==> src/rtl/mutex_merge_rr.sv <==
// Merges N_CH upstream drive/free channels into a single downstream drive/free channel.
// Payloads are latched on drive and only one token is in flight downstream at a time.
//
// state   | meaning
// IDLE    | no token downstream; grant the next pending channel if any
// WAIT    | token presented downstream; waiting for i_freeNext
module mutex_merge_rr #(
  parameter int N_CH      = 5,
  parameter int DATA_W    = 5,
  parameter int PRIO_MODE = 0,
  localparam int IDX_W    = $clog2(N_CH)
) (
  input  logic                   clk,
  input  logic                   rst,
  input  logic [N_CH-1:0]        i_drive,
  input  logic [N_CH*DATA_W-1:0] i_data,
  output logic [N_CH-1:0]        o_free,
  output logic                   o_driveNext,
  output logic [DATA_W-1:0]      o_data,
  output logic [IDX_W-1:0]       o_chan,
  input  logic                   i_freeNext,
  output logic                   o_busy,
  output logic                   o_err
);
  localparam logic ST_IDLE = 1'b0;
  localparam logic ST_WAIT = 1'b1;
  localparam int   SCAN_W  = IDX_W + 1;

  logic              state;
  logic [N_CH-1:0]   pending;
  logic [N_CH-1:0]   capture;
  logic [N_CH-1:0]   clr;
  logic [DATA_W-1:0] data_buf [N_CH];
  logic [IDX_W-1:0]  rr_ptr;
  logic [IDX_W-1:0]  grant;
  logic [IDX_W-1:0]  chan_inc;
  logic [SCAN_W-1:0] scan;
  logic              grant_vld;
  logic              done;

  assign capture  = i_drive & ~pending;
  assign done     = (state == ST_WAIT) && i_freeNext;
  assign clr      = done ? (N_CH'(1) << o_chan) : '0;
  assign chan_inc = (o_chan == IDX_W'(N_CH - 1)) ? '0 : o_chan + IDX_W'(1);
  assign o_busy   = (state == ST_WAIT);

  // Scan downwards so the last hit is the one closest to the scan start.
  always_comb begin
    grant_vld = 1'b0;
    grant     = '0;
    scan      = '0;
    for (int i = N_CH - 1; i >= 0; i--) begin
      if (PRIO_MODE == 1) scan = SCAN_W'(i);
      else                scan = {1'b0, rr_ptr} + SCAN_W'(i);
      if (scan >= SCAN_W'(N_CH)) scan = scan - SCAN_W'(N_CH);
      if (pending[scan[IDX_W-1:0]]) begin
        grant_vld = 1'b1;
        grant     = scan[IDX_W-1:0];
      end
    end
  end

  always_ff @(posedge clk or posedge rst) begin
    if (rst) begin
      state       <= ST_IDLE;
      pending     <= '0;
      rr_ptr      <= '0;
      o_free      <= '0;
      o_driveNext <= 1'b0;
      o_data      <= '0;
      o_chan      <= '0;
      o_err       <= 1'b0;
      for (int k = 0; k < N_CH; k++) data_buf[k] <= '0;
    end else begin
      pending     <= (pending & ~clr) | capture;
      o_free      <= clr;
      o_driveNext <= 1'b0;
      for (int k = 0; k < N_CH; k++) begin
        if (capture[k]) data_buf[k] <= i_data[k*DATA_W +: DATA_W];
      end
      // A drive onto a still-pending channel is dropped, even on the edge that frees it.
      if ((|(i_drive & pending)) || (i_freeNext && state == ST_IDLE)) o_err <= 1'b1;
      case (state)
        ST_IDLE: begin
          if (grant_vld) begin
            o_data      <= data_buf[grant];
            o_chan      <= grant;
            o_driveNext <= 1'b1;
            state       <= ST_WAIT;
          end
        end
        default: begin
          if (i_freeNext) begin
            rr_ptr <= chan_inc;
            state  <= ST_IDLE;
          end
        end
      endcase
    end
  end
endmodule

==> config.mk <==
export PLATFORM = sky130hd
export DESIGN_NAME = mutex_merge_rr
export DESIGN_NICKNAME = d
export VERILOG_FILES = /design/src/rtl/mutex_merge_rr.sv
export SDC_FILE = /design/constraint.sdc
export NUM_CORES = 1
export LEC_CHECK = 0
export ABC_AREA = 1
export CAP_MARGIN = 20
export CORE_UTILIZATION = 45
export CTS_CLUSTER_DIAMETER = 60
export DETAILED_ROUTE_END_ITERATION = 10
export PLACE_DENSITY = 0.79
export REMOVE_ABC_BUFFERS = 1
export SLEW_MARGIN = 15
export SYNTH_ARGS = -nofsm -noshare
export SYNTH_HDL_FRONTEND = slang
export SYNTH_SLANG_ARGS = --single-unit
==> constraint.sdc <==
create_clock -name clk -period 2.8 [get_ports clk]
set_input_delay 0.56 -clock clk [delete_from_list [all_inputs] [get_ports clk]]
set_output_delay 0.56 -clock clk [all_outputs]
set_load 0.01 [all_outputs]
==> results.sh, run 1 <==
export IMPL_ff_latch_area_sq_mm=0.001227
export IMPL_postSynthRegisterBits=49
export IMPL_syn_instance_count=416
export IMPL_routedWlPerCell_um=14.73
export IMPL_hold_crit_class="flop to flop"
export IMPL_portBuffers=48
export IMPL_dominant_combinational_cell_family_by_area_after_synthesis="simple AND/OR/NAND/NOR gates"
export IMPL_detailroute_via_count=2997
export IMPL_timing_critical_path_required_ns=3.00
export IMPL_slew_headroom=0.7348
export IMPL_detail_route_iter0_violations=239
export IMPL_die_width_um=85.58
export IMPL_yosys_area_share_adder=0.06210
export IMPL_postSynth_asyncResetShare=1.000
export IMPL_total_length_of_routed_wires_um=8423
export IMPL_numPlacedInstances=555
export IMPL_dpl_hpwl_um=6354
export IMPL_clock_tree_htree_level_count=2
export IMPL_startpoint_type="flop"
export IMPL_layout_drive_gt1_share=0.2520
export IMPL_period_share=1.000
export IMPL_post_synth_most_frequent_cells="117 x sky130_fd_sc_hd__nand2_1, 58 x sky130_fd_sc_hd__nand3_1, 49 x sky130_fd_sc_hd__dfrtp_1, 44 x sky130_fd_sc_hd__inv_1, 26 x sky130_fd_sc_hd__nor2_1"
export IMPL_initial_utilization=0.4652
export IMPL_clock_skew_ns=0.008999
export IMPL_cts_sinks=49
export IMPL_finalInstanceArea_sq_mm=0.004158
export IMPL_core_rowCount=30
export IMPL_yosys_top_cell_area_share=0.3901
export IMPL_antenna_found_initial=0
export IMPL_layout_nets=539
export IMPL_setup_viol_count_final=1
export IMPL_synth_xor_xnor_area_share=0.01314
export IMPL_timing_hold_violations_final=0
export IMPL_clkTransAtPathRegs_ns=0.09
export IMPL_setup_slack_ns=-0.0001337
export IMPL_failed_checks="setup timing"
export IMPL_core_area_sq_mm=0.006756
export IMPL_cts_root_buffer="sky130_fd_sc_hd__clkbuf_8"
export IMPL_preCtsSetupSlack_ns=-0.06122
export IMPL_critical_path_class="flop to flop"
export IMPL_fmax_mhz=357.1
export IMPL_hold_slack_ns=0.5054
export IMPL_placed_area_sq_mm=0.003797
export IMPL_synth_seq_area_share=0.3901
export IMPL_syn_to_final_growth_pct=32.29
export IMPL_syn_area_per_cell_sq_um=7.555
export IMPL_synth_ff_type="sky130_fd_sc_hd__dfrtp_1"
export IMPL_post_drt_via_cell_ratio=5.240
export IMPL_fp_dieH_um=85.58
export IMPL_area_of_the_multi_input_gates_sq_mm=0.001852
export IMPL_worstSkewPairLatency_ns=0.30
export IMPL_worst_path_maximum_fanout=5
export IMPL_worstMarginPinSlew_ns=0.3977
export IMPL_number_of_global_route_vias_before_repair=2844
export IMPL_ios=49
export IMPL_cts_made_buffers=5
export IMPL_number_of_enable_type_register_cells_in_the_synthesized_netlist=0
export IMPL_yosysWarningCount=0
export IMPL_gp_routability_congestion=0.8978
export IMPL_fin_cells=572
export IMPL_synth_area_top_cells="sky130_fd_sc_hd__dfrtp_1 39%, sky130_fd_sc_hd__nand2_1 14%, sky130_fd_sc_hd__nand3_1 9.2%"
export IMPL_grt_pass1_wl_um=13300
export IMPL_synth_most_common_cell="sky130_fd_sc_hd__nand2_1"
export IMPL_min_period_ns=2.800
export IMPL_drt_drc_violations_left=0
export IMPL_netlist_cell_type_count=34
export IMPL_synthMuxAreaShare=0.03225
export IMPL_post_cts_hold_buffer_count=0
export IMPL_synth_compound_area_frac=0.09912
export IMPL_n_antenna_cell=0
export IMPL_maxSlewViolCount=0
export IMPL_arrival_ns=3.00
export IMPL_grt_overflow_total=0
export IMPL_tritoncts="done"
export IMPL_filler_cell_count=594
export IMPL_globalRouteTotalUtil=0.2298
export IMPL_syn_cell_area_sq_mm=0.003143
export IMPL_simple_gate_share_of_the_synthesized_area=0.3193
export IMPL_cell_type_with_the_highest_aggregate_area_in_the_netlist="sky130_fd_sc_hd__dfrtp_1"
export IMPL_drt_first_pass_iters=5
export IMPL_fp_dieArea_sq_mm=0.007323
export IMPL_clockBufferDepth=2
export IMPL_setup_repair_after_global_routing_missed_its_margin="yes"
export IMPL_cap_viol_max_count=0
export IMPL_grt_start_max_net_pins=19
export IMPL_end_kind="flop"
export IMPL_run_status="finished, violations left"
export IMPL_route_antenna_remaining_nets=0
sequential cells by signal, indices dropped and copies added (netlist names):
name / cells
data_buf: 25
o_free: 5
o_busy: 1
o_data: 5
o_chan: 3
o_driveNext: 1
o_err: 1
rr_ptr: 3
pending: 5
cell families (layout without fill, tap and decap cells):
family	after synthesis	in the layout
multiplexers	9	9
AND/OR/NAND/NOR	224	225
flip-flops	49	49
adder cells (fa/ha/maj)	15	15
AO/OA/AOI/OAI	53	53
XOR/XNOR	3	3
buffers and inverters	63	138
final timing paths:
check	from	endpoint	slack, ns	depth (start not counted)
worst max-delay path	rr_ptr[0]$_DFFE_PP0P_	o_data[3]$_DFFE_PP0P_	-0.0001	24
worst min-delay path	o_data[3]$_DFFE_PP0P_	o_data[3]$_DFFE_PP0P_	0.51	2
worst max register to register	rr_ptr[0]$_DFFE_PP0P_	o_data[3]$_DFFE_PP0P_	-0.0001	24
worst min register to register	o_data[3]$_DFFE_PP0P_	o_data[3]$_DFFE_PP0P_	0.51	2
max in group asynchronous	rst	rr_ptr[1]$_DFFE_PP0P_	1.69	3
min in group asynchronous	rst	data_buf[20]$_DFFE_PP0P_	0.53	2
layer usage:
layer	routed length, um	vias up	share of wire	GRT usage
li1	-	1488	-	-
met1	3637	1391	0.43	0.3223
met2	4138	98	0.49	0.3825
met3	484	20	0.057	0.02406
met4	163	0	0.019	0.06061
met5	0	-	0	0
cell type report:
type	instances	area share
well taps	80	0.02407
clock buffers	6	0.01745
multi-input cells	305	0.4454
clock inverters	2	0.003310
flip-flops and latches	49	0.2952
repair buffers	71	0.1598
repair inverters	1	0.001204
inverters	58	0.05357
stage by stage:
step / utilization / TNS, ns
finish: 0.6154 / -0.0001337
detailed placement: 0.5620 / -0.1647
floorplan: - / -1.050
CTS: 0.5776 / 0
global placement: 0.5620 / 0
global route: 0.6154 / -1.041
layout by cell type (no fill, tap or decap), types with 6 or more instances in the layout:
cell type,count
sky130_fd_sc_hd__nand3_2,18
sky130_fd_sc_hd__inv_1,40
sky130_fd_sc_hd__nand2_1,104
sky130_fd_sc_hd__o21ai_1,6
sky130_fd_sc_hd__nand2_2,22
sky130_fd_sc_hd__o21ai_0,13
sky130_fd_sc_hd__dfrtp_1,48
sky130_fd_sc_hd__nand3_1,40
sky130_fd_sc_hd__ha_1,12
sky130_fd_sc_hd__clkdlybuf4s50_1,48
sky130_fd_sc_hd__buf_4,20
sky130_fd_sc_hd__nor2_1,25
sky130_fd_sc_hd__o21ai_2,6
sky130_fd_sc_hd__a21oi_1,21
sky130_fd_sc_hd__inv_2,17
sky130_fd_sc_hd__mux2_2,9
worst max-delay path: stages, from the launching register on:
cell and delay, ns:
sky130_fd_sc_hd__dfrtp_1 0.39, sky130_fd_sc_hd__inv_2 0.09, sky130_fd_sc_hd__ha_4 0.13, sky130_fd_sc_hd__inv_2 0.04, sky130_fd_sc_hd__fa_2 0.37, sky130_fd_sc_hd__inv_2 0.10, sky130_fd_sc_hd__nand2_2 0.07, sky130_fd_sc_hd__nand2_2 0.08
sky130_fd_sc_hd__nand2_1 0.05, sky130_fd_sc_hd__nand2_1 0.09, sky130_fd_sc_hd__inv_2 0.05, sky130_fd_sc_hd__nand3_1 0.08, sky130_fd_sc_hd__nand2_1 0.07, sky130_fd_sc_hd__nand2_2 0.07, sky130_fd_sc_hd__nand2_2 0.08, sky130_fd_sc_hd__buf_4 0.14
sky130_fd_sc_hd__a21oi_2 0.13, sky130_fd_sc_hd__nand2_2 0.08, sky130_fd_sc_hd__nand2_4 0.11, sky130_fd_sc_hd__buf_6 0.15, sky130_fd_sc_hd__nand3_2 0.08, sky130_fd_sc_hd__nand3_2 0.07, sky130_fd_sc_hd__nand3_1 0.08, sky130_fd_sc_hd__nand2_1 0.06
sky130_fd_sc_hd__nand2_1 0.04
timing repair:
item / 4_1_cts / 5_1_grt
setup endpoints to repair: 5 / 9
cloned: 0 / 3
pin swaps: 0 / 28
resized for setup: 3 / 57
hold endpoints to repair: 0 / 0
setup buffers: 1 / 6
Power of run 1 is not shown: default switching activity piles up to over one toggle a cycle in this logic, so the estimate is an artifact.
==> run 2, diff against run 1 <==
Settings changed: TNS_END_PERCENT set to 30.
==> run 2 against run 1 <==
Effect of this change:
- the run still ends with setup timing left
- cell count decreased by 0.17%
- count of clock-buffer cells in the layout unchanged
- core utilization decreased by 0.57 points
- register-to-register slack got worse by 0.02 ns
- via count decreased by 0.33%
- sequential cell count unchanged
- worst hold slack got worse by 0.00066 ns
- routed wire length decreased by 0.66%
- first-iteration DRC count decreased by 4.2%
- critical path type unchanged
==> results.sh, run 2 (same netlist as run 1, synthesis figures left out) <==
export IMPL_regMostFlops="data_buf"
export IMPL_slew_headroom=0.7443
export IMPL_critical_path_class="flop to flop"
export IMPL_initial_utilization=0.4652
export IMPL_grt_pass1_wl_um=13300
export IMPL_setup_viol_count_final=1
export IMPL_antenna_found_initial=0
export IMPL_route_antenna_remaining_nets=0
export IMPL_period_share=1.008
export IMPL_clkTransAtPathRegs_ns=0.09
export IMPL_hold_crit_class="flop to flop"
export IMPL_detail_route_iter0_violations=229
export IMPL_most_frequent_standard_cell_in_the_layout_excluding_fill_and_tap_cells="sky130_fd_sc_hd__nand2_1"
export IMPL_min_period_ns=2.822
export IMPL_timing_hold_violations_final=0
export IMPL_filler_cell_count=609
export IMPL_setup_slack_ns=-0.02186
export IMPL_worstMarginPinSlew_ns=0.3826
export IMPL_worstSkewPairLatency_ns=0.30
export IMPL_routedWlPerCell_um=14.65
export IMPL_fp_dieArea_sq_mm=0.007323
export IMPL_core_area_sq_mm=0.006756
export IMPL_arrival_ns=3.02
export IMPL_end_kind="flop"
export IMPL_totalNegativeSetupSlack_ns=-0.02186
export IMPL_fin_cells=571
export IMPL_failed_checks="setup timing"
export IMPL_largest_register_ffs=25
export IMPL_cap_viol_max_count=0
export IMPL_clockBufferDepth=2
export IMPL_detailroute_via_count=2987
export IMPL_total_length_of_routed_wires_um=8367
export IMPL_run_status="finished, violations left"
export IMPL_cts_root_buffer="sky130_fd_sc_hd__clkbuf_8"
export IMPL_tritoncts="done"
export IMPL_clock_tree_htree_level_count=2
export IMPL_grt_overflow_total=0
export IMPL_syn_to_final_growth_pct=31.05
export IMPL_placed_area_sq_mm=0.003797
export IMPL_globalRouteTotalUtil=0.2298
export IMPL_worst_path_maximum_fanout=5
export IMPL_die_width_um=85.58
export IMPL_core_rowCount=30
export IMPL_grt_start_max_net_pins=19
export IMPL_number_of_global_route_vias_before_repair=2844
export IMPL_maxSlewViolCount=0
export IMPL_post_drt_via_cell_ratio=5.231
export IMPL_startpoint_type="flop"
export IMPL_numPlacedInstances=555
export IMPL_fmax_mhz=354.4
export IMPL_drt_first_pass_iters=4
export IMPL_n_antenna_cell=0
export IMPL_fp_dieH_um=85.58
export IMPL_gp_routability_congestion=0.8978
export IMPL_most_common_layout_cells="106 x sky130_fd_sc_hd__nand2_1, 48 x sky130_fd_sc_hd__dfrtp_1, 48 x sky130_fd_sc_hd__clkdlybuf4s50_1, 44 x sky130_fd_sc_hd__nand3_1, 40 x sky130_fd_sc_hd__inv_1"
export IMPL_layout_drive_gt1_share=0.2322
export IMPL_ios=49
export IMPL_timing_critical_path_required_ns=3.00
export IMPL_layout_nets=538
export IMPL_clock_skew_ns=0.007827
export IMPL_preCtsSetupSlack_ns=-0.06122
export IMPL_dpl_hpwl_um=6354
export IMPL_finalInstanceArea_sq_mm=0.004119
export IMPL_portBuffers=48
export IMPL_cts_made_buffers=5
export IMPL_setup_repair_after_global_routing_missed_its_margin="yes"
export IMPL_cts_sinks=49
export IMPL_drt_drc_violations_left=0
-- run 2: changes by cell type in the layout (fill, tap and decap cells not counted), sizes merged --
cell	change
clkinv	-1
-- run 2: layout make-up --
| type | count | area (sq um) | area share |
|---|---|---|---|
| clock inverters | 2 | 13.76 | 0.003341 |
| well taps | 80 | 100.1 | 0.02430 |
| inverters | 58 | 222.7 | 0.05407 |
| clock buffers | 6 | 72.57 | 0.01762 |
| repair buffers | 71 | 664.4 | 0.1613 |
| flip-flops and latches | 49 | 1227 | 0.2980 |
| multi-input cells | 305 | 1818 | 0.4414 |
-- run 2: final timing paths --
check / slack (ns) / endpoint / cells past startpoint / startpoint
max: -0.02 / o_data[0]$_DFFE_PP0P_ / 24 / rr_ptr[0]$_DFFE_PP0P_
min: 0.50 / o_data[3]$_DFFE_PP0P_ / 2 / o_data[3]$_DFFE_PP0P_
max reg2reg: -0.02 / o_data[0]$_DFFE_PP0P_ / 24 / rr_ptr[0]$_DFFE_PP0P_
min reg2reg: 0.50 / o_data[3]$_DFFE_PP0P_ / 2 / o_data[3]$_DFFE_PP0P_
max in group asynchronous: 1.69 / rr_ptr[1]$_DFFE_PP0P_ / 3 / rst
min in group asynchronous: 0.53 / data_buf[20]$_DFFE_PP0P_ / 2 / rst
-- run 2: critical path, stage by stage (launching register included) --
cell                      delay [ns]
sky130_fd_sc_hd__dfrtp_1        0.39
sky130_fd_sc_hd__inv_2          0.09
sky130_fd_sc_hd__ha_4           0.13
sky130_fd_sc_hd__inv_2          0.04
sky130_fd_sc_hd__fa_2           0.37
sky130_fd_sc_hd__inv_2          0.09
sky130_fd_sc_hd__nand2_2        0.07
sky130_fd_sc_hd__nand2_2        0.08
sky130_fd_sc_hd__nand2_1        0.05
sky130_fd_sc_hd__nand2_1        0.09
sky130_fd_sc_hd__inv_2          0.05
sky130_fd_sc_hd__nand3_1        0.08
sky130_fd_sc_hd__nand2_1        0.06
sky130_fd_sc_hd__nand2_2        0.07
sky130_fd_sc_hd__nand2_2        0.07
sky130_fd_sc_hd__buf_4          0.14
sky130_fd_sc_hd__a21oi_2        0.14
sky130_fd_sc_hd__nand2_2        0.08
sky130_fd_sc_hd__nand2_4        0.11
sky130_fd_sc_hd__buf_6          0.15
sky130_fd_sc_hd__nand3_2        0.08
sky130_fd_sc_hd__nand3_1        0.11
sky130_fd_sc_hd__nand3_2        0.07
sky130_fd_sc_hd__nand2_1        0.06
sky130_fd_sc_hd__nand2_1        0.04
-- run 2: what timing repair did --
| item | CTS | global route |
|---|---|---|
| gates resized for setup | 3 | 48 |
| hold buffers | 0 | 0 |
| gates cloned | 0 | 2 |
| endpoints found under the setup margin | 5 | 9 |
| setup buffers | 1 | 6 |
| pin swaps | 0 | 23 |
-- run 2: stage by stage --
stage	utilization	hold slack (ns)
floorplan	-	0.4798
global placement	0.5620	0.4830
detailed placement	0.5620	0.4785
CTS	0.5776	0.5081
global route	0.6096	0.5350
finish	0.6096	0.5047
-- run 2: routing by layer --
layer  global-route usage  routed length (um)  up-vias
met5                    0                   0        -
met4              0.06061                 117        0
met3              0.02406                 453        9
met2               0.3825                4103       89
met1               0.3223                3692     1407
li1                     -                   -     1482
Power of run 2 is left out for the same reason.
==> run 3, diff against run 2 <==
Settings changed: CORE_UTILIZATION 45 to 30, PLACE_DENSITY 0.79 to 0.59.
==> run 3 against run 2 <==
Effect of this change:
- the run still ends with setup timing left
- clock skew grew 0.0011 ns
- core utilization fell by 17 points
- cell count grew 11%
- setup slack worse by 0.016 ns
- via count decreased by 0.60%
- register-to-register slack got worse by 0.02 ns
- die area increased by 49%
==> results.sh, run 3 (same netlist as run 1, synthesis figures left out) <==
export IMPL_run_status="finished, violations left"
export IMPL_failed_checks="setup timing"
export IMPL_timing_hold_violations_final=0
export IMPL_slew_headroom=0.5807
export IMPL_cts_made_buffers=5
export IMPL_grt_busiest_layer="met2"
export IMPL_grt_overflow_total=0
export IMPL_arrival_ns=3.03
export IMPL_route_antenna_remaining_nets=0
export IMPL_hold_slack_ns=0.4868
export IMPL_setup_slack_ns=-0.03801
export IMPL_post_cts_hold_buffer_count=0
export IMPL_maxSlewViolCount=0
export IMPL_regMostFlops="data_buf"
export IMPL_largest_register_ffs=25
export IMPL_grt_pass1_wl_um=14300
export IMPL_layout_drive_gt1_share=0.2880
export IMPL_most_common_layout_cells="98 x sky130_fd_sc_hd__nand2_1, 48 x sky130_fd_sc_hd__dfrtp_1, 48 x sky130_fd_sc_hd__clkdlybuf4s50_1, 39 x sky130_fd_sc_hd__inv_1, 38 x sky130_fd_sc_hd__nand3_1"
export IMPL_globalRouteMet1Util=0.2157
export IMPL_filler_cell_count=990
export IMPL_clock_skew_ns=0.008935
export IMPL_fin_cells=633
export IMPL_drt_first_pass_iters=4
export IMPL_routedWlPerCell_um=13.97
export IMPL_n_antenna_cell=0
export IMPL_startpoint_type="flop"
export IMPL_min_period_ns=2.838
export IMPL_fp_dieH_um=104.4
export IMPL_setup_repair_after_global_routing_missed_its_margin="yes"
export IMPL_worstSkewPairLatency_ns=0.31
export IMPL_clock_tree_htree_level_count=2
export IMPL_worstMarginPinSlew_ns=0.6289
export IMPL_end_kind="flop"
export IMPL_initial_utilization=0.3157
export IMPL_portBuffers=48
export IMPL_fp_dieArea_sq_mm=0.01089
export IMPL_detail_route_iter0_violations=162
export IMPL_die_width_um=104.4
export IMPL_total_length_of_routed_wires_um=8841
export IMPL_cap_viol_max_count=0
export IMPL_tritoncts="done"
export IMPL_post_drt_via_cell_ratio=4.690
export IMPL_totalNegativeSetupSlack_ns=-0.09108
export IMPL_globalRouteTotalUtil=0.1628
export IMPL_share_of_the_core_filled_with_cells_in_the_final_layout=0.4417
export IMPL_numPlacedInstances=615
export IMPL_global_route_usage_met3=0.01880
export IMPL_period_share=1.014
export IMPL_setup_viol_count_final=4
export IMPL_core_area_sq_mm=0.009955
export IMPL_core_rowCount=36
export IMPL_fmax_mhz=352.4
export IMPL_detailroute_via_count=2969
export IMPL_gp_routability_congestion=0.8862
export IMPL_clkTransAtPathRegs_ns=0.09
export IMPL_grt_start_max_net_pins=50
export IMPL_drt_drc_violations_left=0
export IMPL_timing_critical_path_required_ns=2.99
export IMPL_critical_path_class="flop to flop"
export IMPL_dpl_hpwl_um=6600
export IMPL_number_of_global_route_vias_before_repair=2928
export IMPL_syn_to_final_growth_pct=39.89
export IMPL_layout_nets=547
export IMPL_hold_crit_class="flop to flop"
export IMPL_grtUsageMet2=0.2767
export IMPL_antenna_found_initial=0
export IMPL_cts_root_buffer="sky130_fd_sc_hd__clkbuf_8"
export IMPL_cts_sinks=49
export IMPL_most_frequent_standard_cell_in_the_layout_excluding_fill_and_tap_cells="sky130_fd_sc_hd__nand2_1"
export IMPL_worst_path_maximum_fanout=9
export IMPL_clockBufferDepth=2
export IMPL_ios=49
[run 3: cell types whose count changed in the layout (fill, tap and decap cells not counted), sizes merged]
cell    delta
clkbuf     +1
buf        +8
[run 3: final timing paths]
check	from	to	cells past startpoint	slack, ns
worst max-delay path	rr_ptr[0]$_DFFE_PP0P_	o_data[4]$_DFFE_PP0P_	23	-0.04
worst min-delay path	o_data[3]$_DFFE_PP0P_	o_data[3]$_DFFE_PP0P_	2	0.49
worst max register to register	rr_ptr[0]$_DFFE_PP0P_	o_data[4]$_DFFE_PP0P_	23	-0.04
worst min register to register	o_data[3]$_DFFE_PP0P_	o_data[3]$_DFFE_PP0P_	2	0.49
max in group asynchronous	rst	rr_ptr[1]$_DFFE_PP0P_	3	1.60
min in group asynchronous	rst	data_buf[17]$_DFFE_PP0P_	3	0.73
[run 3: stage by stage]
step / cell area (sq um) / setup WS [ns]
6_report: 4397 / -0.03801
5_1_grt: 4397 / -0.2362
4_1_cts: 4080 / 0.02240
3_5_place_dp: 3929 / -0.08367
3_3_place_gp: 3929 / -0.01793
2_1_floorplan: 3097 / -0.2070
[run 3: critical path, cell delays in order (launching register included)]
cell and delay (ns):
sky130_fd_sc_hd__dfrtp_1 0.40, sky130_fd_sc_hd__inv_2 0.08, sky130_fd_sc_hd__buf_4 0.19, sky130_fd_sc_hd__ha_4 0.18, sky130_fd_sc_hd__buf_4 0.11, sky130_fd_sc_hd__ha_2 0.20
sky130_fd_sc_hd__nand2_2 0.09, sky130_fd_sc_hd__nand2_2 0.07, sky130_fd_sc_hd__nand2_2 0.07, sky130_fd_sc_hd__inv_2 0.08, sky130_fd_sc_hd__nand2_1 0.05, sky130_fd_sc_hd__nand3_1 0.08
sky130_fd_sc_hd__nand3_1 0.13, sky130_fd_sc_hd__nor2_1 0.12, sky130_fd_sc_hd__nand3_1 0.10, sky130_fd_sc_hd__nand2_2 0.08, sky130_fd_sc_hd__nand2_2 0.06, sky130_fd_sc_hd__nand2_4 0.13
sky130_fd_sc_hd__buf_12 0.12, sky130_fd_sc_hd__nand2_8 0.07, sky130_fd_sc_hd__nand2_4 0.08, sky130_fd_sc_hd__nand3_4 0.07, sky130_fd_sc_hd__nand3_2 0.09, sky130_fd_sc_hd__nand3_2 0.06
[run 3: what timing repair did]
item                                    4_1_cts  5_1_grt
resized for setup                            11       62
gates cloned                                  0        2
pin swaps                                     4       31
endpoints found under the setup margin        6        9
setup buffers                                 3        5
[run 3: final cells by class]
cell class                      instances  area [sq um]  area share
Inverter                               58         222.7     0.05065
Multi-Input combinational cell        305          1927      0.4382
Clock inverter                          2         13.76    0.003130
Sequential cell                        49          1227      0.2792
Clock buffer                            6         72.57     0.01651
Timing Repair Buffer                   80         767.0      0.1744
Tap cell                              133         166.4     0.03785
[run 3: per-layer routing]
layer  share of wire  vias to the layer above
li1                -                     1503
met4           0.016                        0
met1            0.46                     1400
met5               0                        -
met2            0.49                       55
met3           0.033                       11
Power of run 3 is left out for the same reason.
==> edit (settings of run 3) <==
`N_CH`: 5 -> 6.
--- a/src/rtl/mutex_merge_rr.sv
+++ b/src/rtl/mutex_merge_rr.sv
@@ -6,5 +6,5 @@
 // WAIT    | token presented downstream; waiting for i_freeNext
 module mutex_merge_rr #(
-  parameter int N_CH      = 5,
+  parameter int N_CH      = 6,
   parameter int DATA_W    = 5,
   parameter int PRIO_MODE = 0,
Interface: changed (resized i_data, i_drive and o_free); port bits go from 49 to 56. No check against the original RTL was run, so the function may have changed too.
==> edit against run 3 <==
- area after synthesis increased by 1.9%
- critical path depth fell by 7
- routed wire length shrank 10%
- global-route usage is 1.5 points lower
- sequential cell count rose by 7
- cell area decreased by 6.6%
- setup slack better by 0.28 ns
- critical endpoint is now o_data[2]
- largest cell class unchanged
- highest routed layer unchanged
Power is not shown: default switching activity piles up to over one toggle a cycle in this logic, so the estimate is an artifact.
==> edit: results (changes against run 3) <==
placed_design:
  gp_congestion: 0.834  # -5.9%
  dp_cells: 566  # -8.0%
  detailed_place_hpwl_um: 6320  # -4.3%
  portBuffers: 55  # +15%
global_routing:
  grt_max_degree: 26  # -48%
  grt_first_pass_wirelength_um: 13000  # -9.3%
  grt_pass1_vias: 2613  # -11%
  antenna_found_initial: 0  # unchanged
  gr-usage-all-layers: 0.148  # -0.0151
min_path:
  hold_class: "flip-flop to flip-flop"
  min_path_cells: 1  # -1
worst_setup_path:
  worstPathArrival_ns: 2.79  # -0.24 ns
  reg2reg_depth: 16  # -30%
  reg2reg_slack_ns: 0.25  # +0.28 ns
  crit_slowest_cell: "dfrtp_1"
  critPathTopFamily: "simple AND/OR/NAND/NOR gates"
  crit_fanout: 15  # +6
finish:
  top_regs: "data_buf x30, o_free x6, pending x6"
  n_antenna_cell: 0  # unchanged
  nNetsFinal: 489  # -11%
  drive_above_1_share: 0.197  # -0.0907
synthesis:
  ys_seq_area_frac: 0.438  # +0.0475
  synthCells: 371  # -11%
  synth.distinct_cells: 32  # -5.9%
  ys_top_cells_by_area: "dfrtp_1 (44%), nand2_1 (11%), mux2_2 (11%), nand3_1 (8.0%), inv_1 (4.2%)"
  synth_top_cells_by_count: "nand2_1 (91), dfrtp_1 (56), nand3_1 (51)"
  synth-async-reset-ratio: 1.00  # unchanged
detailed_routing:
  routed_wl_um: 7940  # -10%
  vias_per_cell: 4.75  # +1.3%
  dr.first_iter.drc_count: 115  # -29%
  wl_per_cell_um: 13.8  # -1.4%
timing:
  tightest_slew_ns: 0.624  # -0.00465 ns
  clock_skew_ns: 0.00919  # +0.000253 ns
  setup_viol: 0  # -4
cts:
  cts_inserted_buffers: 5  # unchanged
  cts_resized: 0  # -11
  cts.hold.buffers_added: 0  # unchanged
  htreeDepth: 2  # unchanged
  post_cts_buffers: 0  # -3
  root_buffer: "clkbuf_8"
  cts.clk_slew.worst_paths_ns: 0.09  # about the same
outcome:
  status: "finished clean"
==> edit: path summary, 6_finish.rpt <==
check | start | to
setup / recovery | rr_ptr[1] | o_data[2]
hold / removal | data_buf[5] | data_buf[5]
setup reg to reg | rr_ptr[1] | o_data[2]
hold reg to reg | data_buf[5] | data_buf[5]
max in group asynchronous | rst | data_buf[15]
min in group asynchronous | rst | data_buf[12]
==> edit: layout make-up <==
class,count,area [um2]
clock buffers,8,90.1
fillers,1051,6220
inverters,40,150
multi-input cells,271,1660
flip-flops and latches,56,1400
well taps,136,170
repair buffers,66,633
==> edit: layer usage <==
layer,GRT usage,vias up,share of wire
met5,0,-,0
met1,0.192,1295,0.46
met2,0.251,70,0.49
met4,0.0443,0,0.0093
met3,0.0235,9,0.044
li1,-,1367,-
==> edit: metrics by stage <==
| step | setup TNS [ns] | utilization | cell area, um2 | hold slack, ns | worst slack [ns] |
|---|---|---|---|---|---|
| after CTS | 0 | 0.390 | 4030 | 0.521 | 0.0544 |
| final | 0 | 0.398 | 4110 | 0.523 | 0.246 |
| after floorplan | 0 | - | 3150 | 0.479 | 0.0228 |
| after global routing | -0.00987 | 0.398 | 4110 | 0.542 | -0.00987 |
| after detailed placement | 0 | 0.382 | 3940 | 0.500 | 0.0810 |
| after global placement | 0 | 0.382 | 3940 | 0.497 | 0.107 |
==> edit: cells by family (layout without fill, tap and decap cells) <==
family / Yosys count / in the layout / share of synthesized area
buffers and inverters: 45 / 114 / 0.0625
adder cells (fa/ha/maj): 10 / 10 / 0.0391
XOR/XNOR: 1 / 1 / 0.00274
AND/OR/NAND/NOR: 188 / 189 / 0.283
AO/OA/AOI/OAI: 41 / 41 / 0.0692
flip-flops: 56 / 56 / 0.438
multiplexers: 30 / 30 / 0.106
